==> config.mk <==
export PLATFORM = sky130hd
export DESIGN_NAME = subleq_mem_arbiter
export DESIGN_NICKNAME = d
export VERILOG_FILES = /design/src/rtl/subleq_mem_arbiter.sv
export SDC_FILE = /design/constraint.sdc
export NUM_CORES = 1
export LEC_CHECK = 0
export ABC_AREA = 1
export BUFFER_PORTS_ARGS = -buffer_cell sky130_fd_sc_hd__buf_2
export CAP_MARGIN = 20
export CORE_MARGIN = 8
export CORE_UTILIZATION = 44
export DETAILED_ROUTE_END_ITERATION = 12
export PLACE_DENSITY = 0.91
export SYNTH_ARGS = -nofsm -noshare
export SYNTH_HDL_FRONTEND = slang
export SYNTH_SLANG_ARGS = --single-unit
export TNS_END_PERCENT = 100
==> constraint.sdc <==
create_clock -name i_clk -period 2 [get_ports i_clk]
set_input_delay 0.5 -clock i_clk [delete_from_list [all_inputs] [get_ports i_clk]]
set_output_delay 0.5 -clock i_clk [all_outputs]
set_load 0.03 [all_outputs]
==> src/rtl/subleq_mem_arbiter.sv <==
// subleq_mem_arbiter
// Shares the single Subleq memory port between the core and the host
// loader/debug port. At most one requester is granted per cycle: round-robin
// on contention, an optional host burst lock, and a starvation guard that
// lets a waiting core break a long host lock.
//
// state   | meaning
// --------+-------------------------------------------------------------
// ST_ARB  | round-robin between core and host, loser of a contest wins next
// ST_LOCK | host keeps ownership; core waits until host releases or starves
module subleq_mem_arbiter #(
    parameter int ADDR_W   = 10,
    parameter int DATA_W   = 32,
    parameter int MAX_WAIT = 8
) (
    input  logic              i_clk,
    input  logic              i_reset,
    input  logic              i_core_req,
    input  logic              i_core_we,
    input  logic [ADDR_W-1:0] i_core_addr,
    input  logic [DATA_W-1:0] i_core_wdata,
    output logic              o_core_gnt,
    output logic              o_core_rvalid,
    output logic [DATA_W-1:0] o_core_rdata,
    input  logic              i_host_req,
    input  logic              i_host_we,
    input  logic [ADDR_W-1:0] i_host_addr,
    input  logic [DATA_W-1:0] i_host_wdata,
    input  logic              i_host_lock,
    output logic              o_host_gnt,
    output logic              o_host_rvalid,
    output logic [DATA_W-1:0] o_host_rdata,
    output logic [ADDR_W-1:0] o_mem_addr,
    output logic              o_mem_we,
    output logic [DATA_W-1:0] o_mem_wdata,
    input  logic [DATA_W-1:0] i_mem_rdata
);

    typedef enum logic {
        ST_ARB  = 1'b0,
        ST_LOCK = 1'b1
    } state_t;

    localparam logic [7:0] MAX_WAIT_C = 8'(MAX_WAIT);

    state_t      r_state;
    state_t      w_state_nxt;
    logic        r_last_host;     // 1: host won last grant, so core wins next contest
    logic        w_last_host_nxt;
    logic [7:0]  r_wait_cnt;
    logic [7:0]  w_wait_nxt;
    logic        w_core_gnt;
    logic        w_host_gnt;

    // Grant decision, next state, round-robin pointer and core wait counter
    always_comb begin
        w_core_gnt      = 1'b0;
        w_host_gnt      = 1'b0;
        w_state_nxt     = r_state;
        w_last_host_nxt = r_last_host;
        w_wait_nxt      = 8'd0;

        if (!i_reset) begin
            unique case (r_state)
                ST_ARB: begin
                    if (i_core_req && i_host_req) begin
                        w_core_gnt = r_last_host;
                        w_host_gnt = !r_last_host;
                    end else begin
                        w_core_gnt = i_core_req;
                        w_host_gnt = i_host_req;
                    end
                    if (w_host_gnt && i_host_lock) begin
                        w_state_nxt = ST_LOCK;
                    end
                end
                ST_LOCK: begin
                    // >= rather than == so a counter that somehow overshoots still breaks the lock
                    if (i_core_req && (r_wait_cnt >= MAX_WAIT_C)) begin
                        w_core_gnt  = 1'b1;
                        w_state_nxt = ST_ARB;
                    end else if (!i_host_req) begin
                        w_state_nxt = ST_ARB;
                    end else begin
                        w_host_gnt = 1'b1;
                        if (!i_host_lock) begin
                            w_state_nxt = ST_ARB;
                        end
                    end
                end
                default: w_state_nxt = ST_ARB;
            endcase

            if (w_core_gnt) begin
                w_last_host_nxt = 1'b0;
            end else if (w_host_gnt) begin
                w_last_host_nxt = 1'b1;
            end

            if (i_core_req && !w_core_gnt) begin
                w_wait_nxt = (r_wait_cnt == 8'hFF) ? r_wait_cnt : r_wait_cnt + 8'd1;
            end
        end
    end

    // Memory port mux: winner drives the port, all zero when idle
    always_comb begin
        o_mem_addr  = '0;
        o_mem_we    = 1'b0;
        o_mem_wdata = '0;
        if (w_core_gnt) begin
            o_mem_addr  = i_core_addr;
            o_mem_we    = i_core_we;
            o_mem_wdata = i_core_wdata;
        end else if (w_host_gnt) begin
            o_mem_addr  = i_host_addr;
            o_mem_we    = i_host_we;
            o_mem_wdata = i_host_wdata;
        end
    end

    assign o_core_gnt = w_core_gnt;
    assign o_host_gnt = w_host_gnt;

    // Arbiter state register
    always_ff @(posedge i_clk) begin
        if (i_reset) begin
            r_state     <= ST_ARB;
            r_last_host <= 1'b1;
            r_wait_cnt  <= 8'd0;
        end else begin
            r_state     <= w_state_nxt;
            r_last_host <= w_last_host_nxt;
            r_wait_cnt  <= w_wait_nxt;
        end
    end

    // Read return: capture data at the grant edge, one-cycle valid pulse
    always_ff @(posedge i_clk) begin
        if (i_reset) begin
            o_core_rvalid <= 1'b0;
            o_core_rdata  <= '0;
            o_host_rvalid <= 1'b0;
            o_host_rdata  <= '0;
        end else begin
            o_core_rvalid <= w_core_gnt && !i_core_we;
            o_host_rvalid <= w_host_gnt && !i_host_we;
            if (w_core_gnt && !i_core_we) begin
                o_core_rdata <= i_mem_rdata;
            end
            if (w_host_gnt && !i_host_we) begin
                o_host_rdata <= i_mem_rdata;
            end
        end
    end

endmodule

# ---- Yosys cells after proc, flatten, opt, wreduce, memory -nomap -nowiden
# Index checks and enable logic that the tools add are counted.
dict set report totals {
  ff_bits 76
  romBits 0
  n_memories 0
  latchBits 0
  out_inout_bits 111
  elab_cells 50
  in_bits 123
  mem_bits_rw 0
}
dict set report op_classes {
  magnitude_cmp 1
  div 0
  bitwise_logic 2
  addsub 1
  shift 0
  eq_ne 1
  n_mul 0
  muxes 26
  n_reduce_logical 12
}
# op count
set ops {}
lappend ops {{$mux W32} 2}
lappend ops {{$mux W10} 2}
lappend ops {{$mux W1} 19}
lappend ops {{$add A8 B1 Y8 const B} 1}
lappend ops {{$eq A8 B8 Y1 const B} 1}
lappend ops {{$ge A8 B4 Y1 const B} 1}
lappend ops {{$logic_and A1 B1 Y1} 6}
lappend ops {{$pmux W1 S2} 3}
lappend ops {{$logic_not A1 Y1} 4}
lappend ops {{$not A1 Y1} 2}
lappend ops {{$reduce_bool A2 Y1} 1}
lappend ops {{$reduce_or A2 Y1} 1}

# ---- Depth between registers and ports, before layout
# Gate-level depths: netlist (run 1).
dict set report depth {
  ltp_word 9
  ltp_mapped 10
  mapped_depth_nobuf 9
}

# ---- Worst setup path before layout (run 1)
# OpenSTA, ideal clock, no wires.
dict set report synth_path {
  kind {input port to output port}
  start {input i_core_req}
  end {output o_mem_addr[0]}
  path_buffers 1
  setup_slack_ns 0.001
  required_ns 1.500
  path_stages 8
  arrival_time_ns 1.499
  cell_sequence {o21a_1 -> nand2_4 -> nand2_4 -> nand2_2 -> inv_4 -> buf_4 -> nand2_1 -> nand2_1}
}
dict set report synth_via {
  elab_cells_between_ends 16
  classes_between {mux (14); reduce/logical (2)}
}
# element line_no
set synth_lines {}
lappend synth_lines {{start, declared} 18} ;# input logic i_core_req,
lappend synth_lines {{$logic_and A1 B1 Y1, on equally long branches} {79, 66}}
lappend synth_lines {{$mux W1, on equally long branches} {79, 66}}
lappend synth_lines {{$pmux W1 S2 (*)} 64} ;# unique case (r_state)
lappend synth_lines {{$mux W1 (*) (2 in series)} 63} ;# if (!i_reset) begin
lappend synth_lines {{via o_core_gnt} 22} ;# output logic o_core_gnt,
lappend synth_lines {{$mux W10 (*)} 111} ;# if (w_core_gnt) begin
lappend synth_lines {{end, declared} 33} ;# output logic [ADDR_W-1:0] o_mem_addr,
# The timed path passes the listed nets; every way through them passes the cells marked *. The select of a mux whose other input is x is not followed.

# ---- Worst setup path after layout (run 1)
dict set report layout_path {
  start {register r_last_host}
  end {output o_mem_wdata[5]}
}
dict set report layout_via {
  elab_chain_cells 9
  elab_cells_between_ends 13
  classes_between {mux (12); reduce/logical (1)}
}
# element line_no
set layout_rtl {}
lappend layout_rtl {{start, declared} 48} ;# logic r_last_host;
lappend layout_rtl {{start signal, assigned} 133} ;# r_last_host <= w_last_host_nxt;
lappend layout_rtl {{$logic_not A1 Y1} 68} ;# w_host_gnt = !r_last_host;
lappend layout_rtl {{$mux W1} 66} ;# if (i_core_req && i_host_req) begin
lappend layout_rtl {{$mux W1} 64}
lappend layout_rtl {{$mux W1} 63}
lappend layout_rtl {{$pmux W1 S2} 64}
lappend layout_rtl {{$mux W1 (2 in series)} 63}
lappend layout_rtl {{$mux W32} 115} ;# end else if (w_host_gnt) begin
lappend layout_rtl {{$mux W32 (*)} 111}
lappend layout_rtl {{end, declared} 35} ;# output logic [DATA_W-1:0] o_mem_wdata,
# Mark *: on every way between the ends. The rest lies on a longest branch, timed or not. The select of a mux whose other input is x is not followed.

==> results of run 1 <==
## worst paths after layout
kind / slack, ns / endpoint / start
worst max-delay path: -0.23 / o_mem_wdata[5] / r_last_host$_SDFFE_PP1P_
worst min-delay path: 0.40 / o_host_rdata[23]$_SDFFE_PP0P_ / i_mem_rdata[23]
worst max register to register: 0.34 / o_core_rdata[26]$_SDFFE_PP0P_ / r_last_host$_SDFFE_PP1P_
worst min register to register: 0.51 / r_wait_cnt[0]$_SDFFE_PP0P_ / r_wait_cnt[0]$_SDFFE_PP0P_
## kinds of logic (layout without fill, tap and decap cells)
group                      count (synthesis)  after routing  share of synthesized area
and+or+nand+nor                          425            425                      0.458
buffers and inverters                    119            363                      0.135
DFF                                       76             76                      0.379
AOI/OAI and AO/OA                          9              9                     0.0128
xor gates and xnor gates                   4              4                    0.00873
adders and majority gates                  2              2                    0.00623
## registers in the layout, summed over array words and instances, names as in the netlist
name / cells
o_core_rdata: 32
o_host_rdata: 32
r_wait_cnt: 8
o_core_rvalid: 1
o_host_rvalid: 1
r_last_host: 1
r_state: 1
## timing repair
item / 4_1_cts / 5_1_grt
hold buffers: 0 / 0
gates cloned: 0 / 2
buffers inserted: 5 / 2
pin swaps: 8 / 5
endpoints found under the setup margin: 45 / 45
gates resized for setup: 97 / 29
## per-layer routing
metal,wire length [um],global-route usage
met5,0,0
met4,666,0.0975
met3,1430,0.0731
met2,7960,0.434
met1,5780,0.244
## worst register-to-register path: cells and delay by family (launching register included)
family | cells | cell delay [ns]
buf+inv | 2 | 0.55
simple gates | 5 | 0.48
flops | 1 | 0.35
compound gates | 1 | 0.19
## report_power, final
group,internal [mW],leakage (nW),switching (mW)
Sequential,1.60,0.622,0.0452
Clock,0.614,0.0959,0.574
Combinational,0.456,2.60,0.801
## cells in the final DEF (no fill, tap or decap), types with 2 or more instances in the layout
cell type     n
nor2_1       73
nand2_4       5
dfxtp_1      72
buf_4        36
inv_1        74
dfxtp_2       4
nand2_2      28
nand2_1     240
inv_2         3
nand3_1       3
buf_2       188
xor2_1        2
nand3_2       3
clkinvlp_4    2
xnor2_1       2
ha_1          2
nor2_2        3
o21ai_0       2
nand4_1      65
buf_12        4
buf_6        39
clkbuf_8     10
inv_6         2
a21oi_1       5
## area by class of cell
| cell class | instances | area, um^2 |
|---|---|---|
| Clock buffer | 11 | 141 |
| Clock inverter | 5 | 58.8 |
| Fill cell | 778 | 3090 |
| Inverter | 78 | 298 |
| Multi-Input combinational cell | 440 | 2040 |
| Sequential cell | 76 | 1530 |
| Tap cell | 111 | 139 |
| Timing Repair Buffer | 269 | 1770 |
## through the flow
stage / area (um^2) / instances
5_1_grt: 5980 / 990
2_1_floorplan: 4010 / 635
6_report: 5980 / 990
4_1_cts: 5840 / 986
3_5_place_dp: 5320 / 965
3_3_place_gp: 5320 / 965
==> flow_summary.ini, run 1 <==
[clock_tree]
clk_latency_ns = 0.34
cts_made_buffers = 9
cts_tree = built
cts_max_level = 3
cts.path.max_buffers = 2
clkSinkCount = 76
root_buffer = clkbuf_8
clkTransAtPathRegs_ns = 0.08

[worst_setup_path]
start_kind = flip-flop
worst-path-stages = 8
r2r_cells = 8
crit_path_end_kind = output pin
max_stage_delay_ns = 0.34
cp_data_required_time_ns = 1.50
arrival_ns = 1.73
crit_path_max_fanout = 8
worstPathCellList = o21a_1, nand2_4, nand2_4, nor2_8, buf_6, nand2_1, nand2_1, buf_4
crit_slowest_cell = dfxtp_2
critical_path.top_delay_family = simple AND/OR/NAND/NOR gates
worstSetupPathType = flip-flop to output pin
path_buf_inv = 2

[yosys]
yosysMostFrequentCell = nand2_1
synthTopCellsByCount = nand2_1, dfxtp_1, nor2_1, inv_1, nand4_1
synth_area_per_cell_um2 = 6.32
post-synth-top-area-cell = dfxtp_1
synthesis.area_um2 = 4010
synthTopCellsByArea = dfxtp_1, nand2_1, nand4_1
yosysUniqueCellTypes = 28
ys_ff_latch = 76
synthCells = 635
yosysWarnings = 0
synth_seq_area_share = 0.379
synth_top_area_share = 0.379
synth.net_count = 760
synth_edf_count = 0
async_flop_share = 0
yosys_most_used_dff = dfxtp_1

[finish]
post-route-util = 0.659
syn2layout_area_growth_pct = 48.9
nets = 999
diodes = 0
layout-drive-gt1-share = 0.381

[sta]
fmax_mhz = 448
skew_ns = 0.0140
hold_ws_ns = 0.404
hold_viol_final = 0
relSlewSlack = 0.738
timing.final.crit_share = 1.12
maxSlewViolCount = 0
fin_ws_ns = -0.230
setup-tns-final_ns = -6.47
worst-slew-pin-transition_ns = 0.393
rsz0062_at_grt = true
fin_crit_ns = 2.23
finalSetupViolCount = 44

[grt]
grt_max_degree = 36
grt_first_pass_wirelength_um = 24100
grt_antenna_before_repair = 0
grt_overflow = 0
grt_pass1_vias = 4786
grt_use_total = 0.237

[drt]
wl_um = 15800
wl_per_cell_um = 16.0
ant_nets = 0
vias = 4962
drc = 0
first_pass_iters = 6
viasPerCell = 5.01
drtIter0Drc = 447

[floorplanning]
die_w_um = 112
io_pins = 234
core_um2 = 9060
die_h_um = 112
die_area_um2 = 12400
start_util = 0.443
rows = 35

[placed_design]
port_buffers = 233
gp_routability_congestion = 0.892
dp_hpwl_um = 11200
preCtsSetupSlack_ns = -0.0880

[power]
power_density_nw_per_um2 = 684
p_leak_nw = 3.32
peakVddDrop_mv = 0.642
total_power_mw = 4.09

[outcome]
status = finished with violations
violations = negative setup slack

[worst_hold_path]
holdPathStages = 3
min_path_type = input pin to flip-flop

[flow_run]
max-cap-violations = 0
Power figures use the tool's default switching activity.
==> inputs of run 2 (changes only) <==
- clock period: 2 -> 2.3 ns (I/O delays scaled with it)
==> run 2 against run 1 <==
The run still ends with negative setup slack left. First-iteration DRC count decreased by 8.3%. Clock skew shrank 0.0053 ns. Clock power up 5%.
==> flow_summary.ini, run 2 (synthesis gave the netlist of run 1 again) <==
[worst_setup_path]
rrSetupSlack_ns = 0.36
worstPathCellList = nor2_1, nand3_2, nand2_4, buf_6, nand2_4, nand2_4, inv_8, buf_8, nand2_2, nand2_2, buf_6
crit_slowest_cell = dfxtp_1
start_kind = flip-flop
cp_data_required_time_ns = 1.73
worst-path-stages = 11
path_buf_inv = 4
timing.critical_path.mode_cell = nand2_4
critical_path.top_delay_family = simple AND/OR/NAND/NOR gates
r2r_cells = 11
arrival_ns = 1.80
crit_path_max_fanout = 11
worstSetupPathType = flip-flop to output pin
crit_path_end_kind = output pin
max_stage_delay_ns = 0.34

[sta]
fmax_mhz = 420
fin_crit_ns = 2.38
worst-slew-pin-transition_ns = 0.690
maxSlewViolCount = 0
fin_ws_ns = -0.0782
hold_viol_final = 0
timing.final.crit_share = 1.03
rsz0062_at_grt = true
hold_ws_ns = 0.479
skew_ns = 0.00866
relSlewSlack = 0.540
finalSetupViolCount = 43

[power]
power_switching_mw = 1.26
p_int_mw = 2.57
p_leak_nw = 3.39
p_sw_frac = 0.329
p_comb_frac = 0.301
power_density_nw_per_um2 = 620
seqPwrFrac = 0.373
peakVddDrop_mv = 0.406
clkPwrFrac = 0.326

[finish]
layout_common_cells = nand2_1, buf_2, inv_1, nor2_1, dfxtp_1
multiInputGateArea_um2 = 2140
nets = 997
seq_area_um2 = 1530
final_area_um2 = 6180
layout-drive-gt1-share = 0.409
layout_commonest_cell = nand2_1
syn2layout_area_growth_pct = 53.9
reg_top3 = o_core_rdata: 32 flops, o_host_rdata: 32 flops, r_wait_cnt: 8 flops
fillers = 728
diodes = 0

[drt]
viasPerCell = 5.06
vias = 4999
first_pass_iters = 5
ant_nets = 0
drtIter0Drc = 410
drc = 0
wl_um = 16200
wl_per_cell_um = 16.4

[outcome]
status = finished with violations
violations = negative setup slack

[clock_tree]
clkSinkCount = 76
cts.path.max_buffers = 2
clkTransAtPathRegs_ns = 0.08
holdBufCountCts = 0
cts_made_buffers = 9
cts_tree = built
root_buffer = clkbuf_8
clk_latency_ns = 0.35
cts_max_level = 3

[grt]
grt_max_degree = 68
grt_antenna_before_repair = 0
grt_overflow = 0
grt_first_pass_wirelength_um = 25500
grt_pass1_vias = 4924
grt_use_total = 0.250

[floorplanning]
die_h_um = 112
die_area_um2 = 12400
rows = 35
core_um2 = 9060
io_pins = 234
die_w_um = 112
start_util = 0.443

[worst_hold_path]
min_path_type = input pin to flip-flop
holdPathStages = 3

[placed_design]
dp_hpwl_um = 10900
dpl_cell_area_um2 = 5240
port_buffers = 233
gp_routability_congestion = 0.897

[flow_run]
max-cap-violations = 0
[run 2: changes by cell type in the layout (fill, tap and decap cells not counted), moves of 4 or more]
cell	previous run	this run
buf_16	0	4
buf_4	36	25
nand2_2	28	48
buf_6	39	45
nand2_4	5	11
nand2_1	240	214
[run 2: path summary, 6_finish.rpt]
check / from / endpoint
worst max register to register: r_wait_cnt[7]$_SDFFE_PP0P_ / o_core_rdata[2]$_SDFFE_PP0P_
worst min register to register: r_wait_cnt[0]$_SDFFE_PP0P_ / r_wait_cnt[0]$_SDFFE_PP0P_
worst max-delay path: r_wait_cnt[7]$_SDFFE_PP0P_ / o_mem_wdata[3]
worst min-delay path: i_mem_rdata[10] / o_host_rdata[10]$_SDFFE_PP0P_
[run 2: final cells by class]
type,instances,share of cell area
clock inverters,6,0.0180
well taps,111,0.0225
flip-flops and latches,76,0.247
repair buffers,267,0.295
inverters,78,0.0486
clock buffers,10,0.0223
multi-input cells,440,0.347
[run 2: per-layer routing]
metal  routed length, um  track usage  vias up
met5                   0            0        -
met4                 675        0.126        0
met3                1500       0.0833       48
met2                8000        0.433      282
met1                6040        0.266     2246
li1                    -            -     2423
[run 2: repair_timing]
item,CTS,global route
setup buffers,7,4
pin swaps,27,5
gates cloned,4,0
gates resized for setup,157,15
endpoints found under the setup margin,43,45
[run 2: tightest hold or removal path, stage by stage]
cell	delay, ns
buf_2	0.09
nand4_1	0.08
nand2_1	0.05
[run 2: power by group through the flow]
stage / Combinational (mW) / Clock (mW) / Sequential (mW)
after floorplan: 0.453 / 0 / 1.59
after global placement: 0.919 / 0 / 1.45
after detailed placement: 0.928 / 0 / 1.46
after CTS: 1.13 / 1.27 / 1.43
after global routing: 1.22 / 1.33 / 1.44
final: 1.15 / 1.25 / 1.43
[run 2: per-stage QoR]
stage               power [mW]   util  setup WS, ns  setup TNS, ns  std cells
detailed placement        2.39  0.578        0.0313              0        957
floorplan                 2.04      -         0.151              0        635
global route              3.99  0.681        -0.190          -5.62        988
global placement          2.37  0.578        0.0808              0        957
finish                    3.83  0.681       -0.0782          -1.96        988
CTS                       3.83  0.673       -0.0640          -2.04        984
==> inputs of run 3 (changes only) <==
- MAX_ROUTING_LAYER: unset -> met4
==> run 3 against run 2 <==
The flow still finishes with violations (negative setup slack). Sequential power hardly changed. Routed wire length is 1.1% lower. Register-to-register slack better by 0.17 ns. Via count is 0.60% lower. Global-route usage decreased by 1.1 points. Clock skew rose by 0.0048 ns. Worst setup slack is essentially flat. Critical endpoint unchanged. Largest power group unchanged.
==> flow_summary.ini, run 3 (synthesis gave the netlist of run 1 again) <==
[floorplanning]
io_pins = 234
die_w_um = 112
core_um2 = 9060
rows = 35
die_h_um = 112
die_area_um2 = 12400
start_util = 0.443

[worst_setup_path]
worstSetupPathType = flip-flop to output pin
arrival_ns = 1.80
crit_path_max_fanout = 10
r2r_cells = 10
timing.critical_path.mode_cell = nand2_4
cp_data_required_time_ns = 1.73
worstPathCellList = nor2_1, nand3_2, nand2_4, buf_6, nand2_4, nand2_4, inv_8, buf_8, nand2_2, nand2_2, buf_6
start_kind = flip-flop
rrSetupSlack_ns = 0.53
crit_path_end_kind = output pin
crit_slowest_cell = dfxtp_2
max_stage_delay_ns = 0.34

[drt]
drtIter0Drc = 310
drc = 0
wl_um = 16000
viasPerCell = 5.03
wl_per_cell_um = 16.2
ant_nets = 0
vias = 4969
first_pass_iters = 5

[sta]
hold_ws_ns = 0.482
worst-slew-pin-transition_ns = 0.694
finalSetupViolCount = 43
timing.final.crit_share = 1.03
setup-tns-final_ns = -2.26
rsz0062_at_grt = true
fmax_mhz = 420
relSlewSlack = 0.537
skew_ns = 0.0135
fin_ws_ns = -0.0781
fin_crit_ns = 2.38
hold_viol_final = 0
maxSlewViolCount = 0

[power]
power_switching_mw = 1.24
p_int_mw = 2.36
p_leak_nw = 3.35
power_density_nw_per_um2 = 594
p_sw_frac = 0.345
clkPwrFrac = 0.293
peakVddDrop_mv = 0.468
seqPwrFrac = 0.396
total_power_mw = 3.61
p_comb_frac = 0.311

[grt]
grt_pass1_vias = 4703
grtUsageMet1 = 0.254
grtUsageMet3 = 0.0682
busiest_layer = met2
grt_use_total = 0.239
grt_antenna_before_repair = 0
grt_first_pass_wirelength_um = 23800
grt_util_met2 = 0.417
grt_max_degree = 68
grt_overflow = 0

[finish]
syn2layout_area_growth_pct = 51.1
layout-drive-gt1-share = 0.404
instances_no_fill = 988
layout_common_cells = nand2_1, buf_2, inv_1, nor2_1, dfxtp_1
layout_commonest_cell = nand2_1
fillers = 751
reg_top3 = o_core_rdata: 32 flops, o_host_rdata: 32 flops, r_wait_cnt: 8 flops
nets = 997
final_area_um2 = 6060
post-route-util = 0.669
diodes = 0

[outcome]
status = finished with violations
violations = negative setup slack

[flow_run]
max-cap-violations = 0

[clock_tree]
root_buffer = clkbuf_8
cts_tree = built
cts_made_buffers = 9
clkTransAtPathRegs_ns = 0.09
cts.path.max_buffers = 2
clkSinkCount = 76
clk_latency_ns = 0.34
cts_max_level = 3

[placed_design]
preCtsSetupSlack_ns = 0.0401
port_buffers = 233
gp_routability_congestion = 0.909
dp_hpwl_um = 11000
placedCellCount = 961
dpl_cell_area_um2 = 5270

[worst_hold_path]
min_path_type = input pin to flip-flop
holdPathStages = 3
## run 3: metal layers
metal / vias up / share of wire
li1: 2423 / -
met1: 2233 / 0.39
met2: 273 / 0.50
met3: 40 / 0.081
met4: 0 / 0.029
met5: - / 0
## run 3: repair_timing
item / CTS / global route
pin swaps: 14 / 19
endpoints found under the setup margin: 42 / 45
cloned: 1 / 3
setup buffers: 7 / 2
hold buffers: 0 / 0
resized for setup: 84 / 83
## run 3: layout make-up
class / count / area (um^2) / area share
clock buffers: 11 / 151 / 0.0250
clock inverters: 5 / 58.8 / 0.00970
inverters: 78 / 300 / 0.0495
multi-input cells: 440 / 2120 / 0.350
flip-flops and latches: 76 / 1530 / 0.252
well taps: 111 / 139 / 0.0229
repair buffers: 267 / 1760 / 0.291
## run 3: worst paths after layout
check                                                start                             to
worst max-delay path            r_wait_cnt[4]$_SDFFE_PP0P_                 o_mem_wdata[3]
worst min-delay path                        i_mem_rdata[9]   o_host_rdata[9]$_SDFFE_PP0P_
worst max register to register  r_wait_cnt[7]$_SDFFE_PP0P_  o_core_rdata[19]$_SDFFE_PP0P_
worst min register to register  r_wait_cnt[0]$_SDFFE_PP0P_     r_wait_cnt[0]$_SDFFE_PP0P_
## run 3: power groups by stage
stage                     Combinational [mW]  Sequential, mW  Clock (mW)
final                                   1.12            1.43        1.06
after global routing                    1.19            1.44        1.14
after CTS                               1.03            1.43        1.08
after floorplan                        0.453            1.59           0
after global placement                 0.927            1.45           0
after detailed placement               0.932            1.46           0
## run 3: critical path: cells and delay by family (launching register included)
family / cells / cell delay [ns]
simple gates: 7 / 0.70
buf+inv: 4 / 0.43
flops: 1 / 0.34
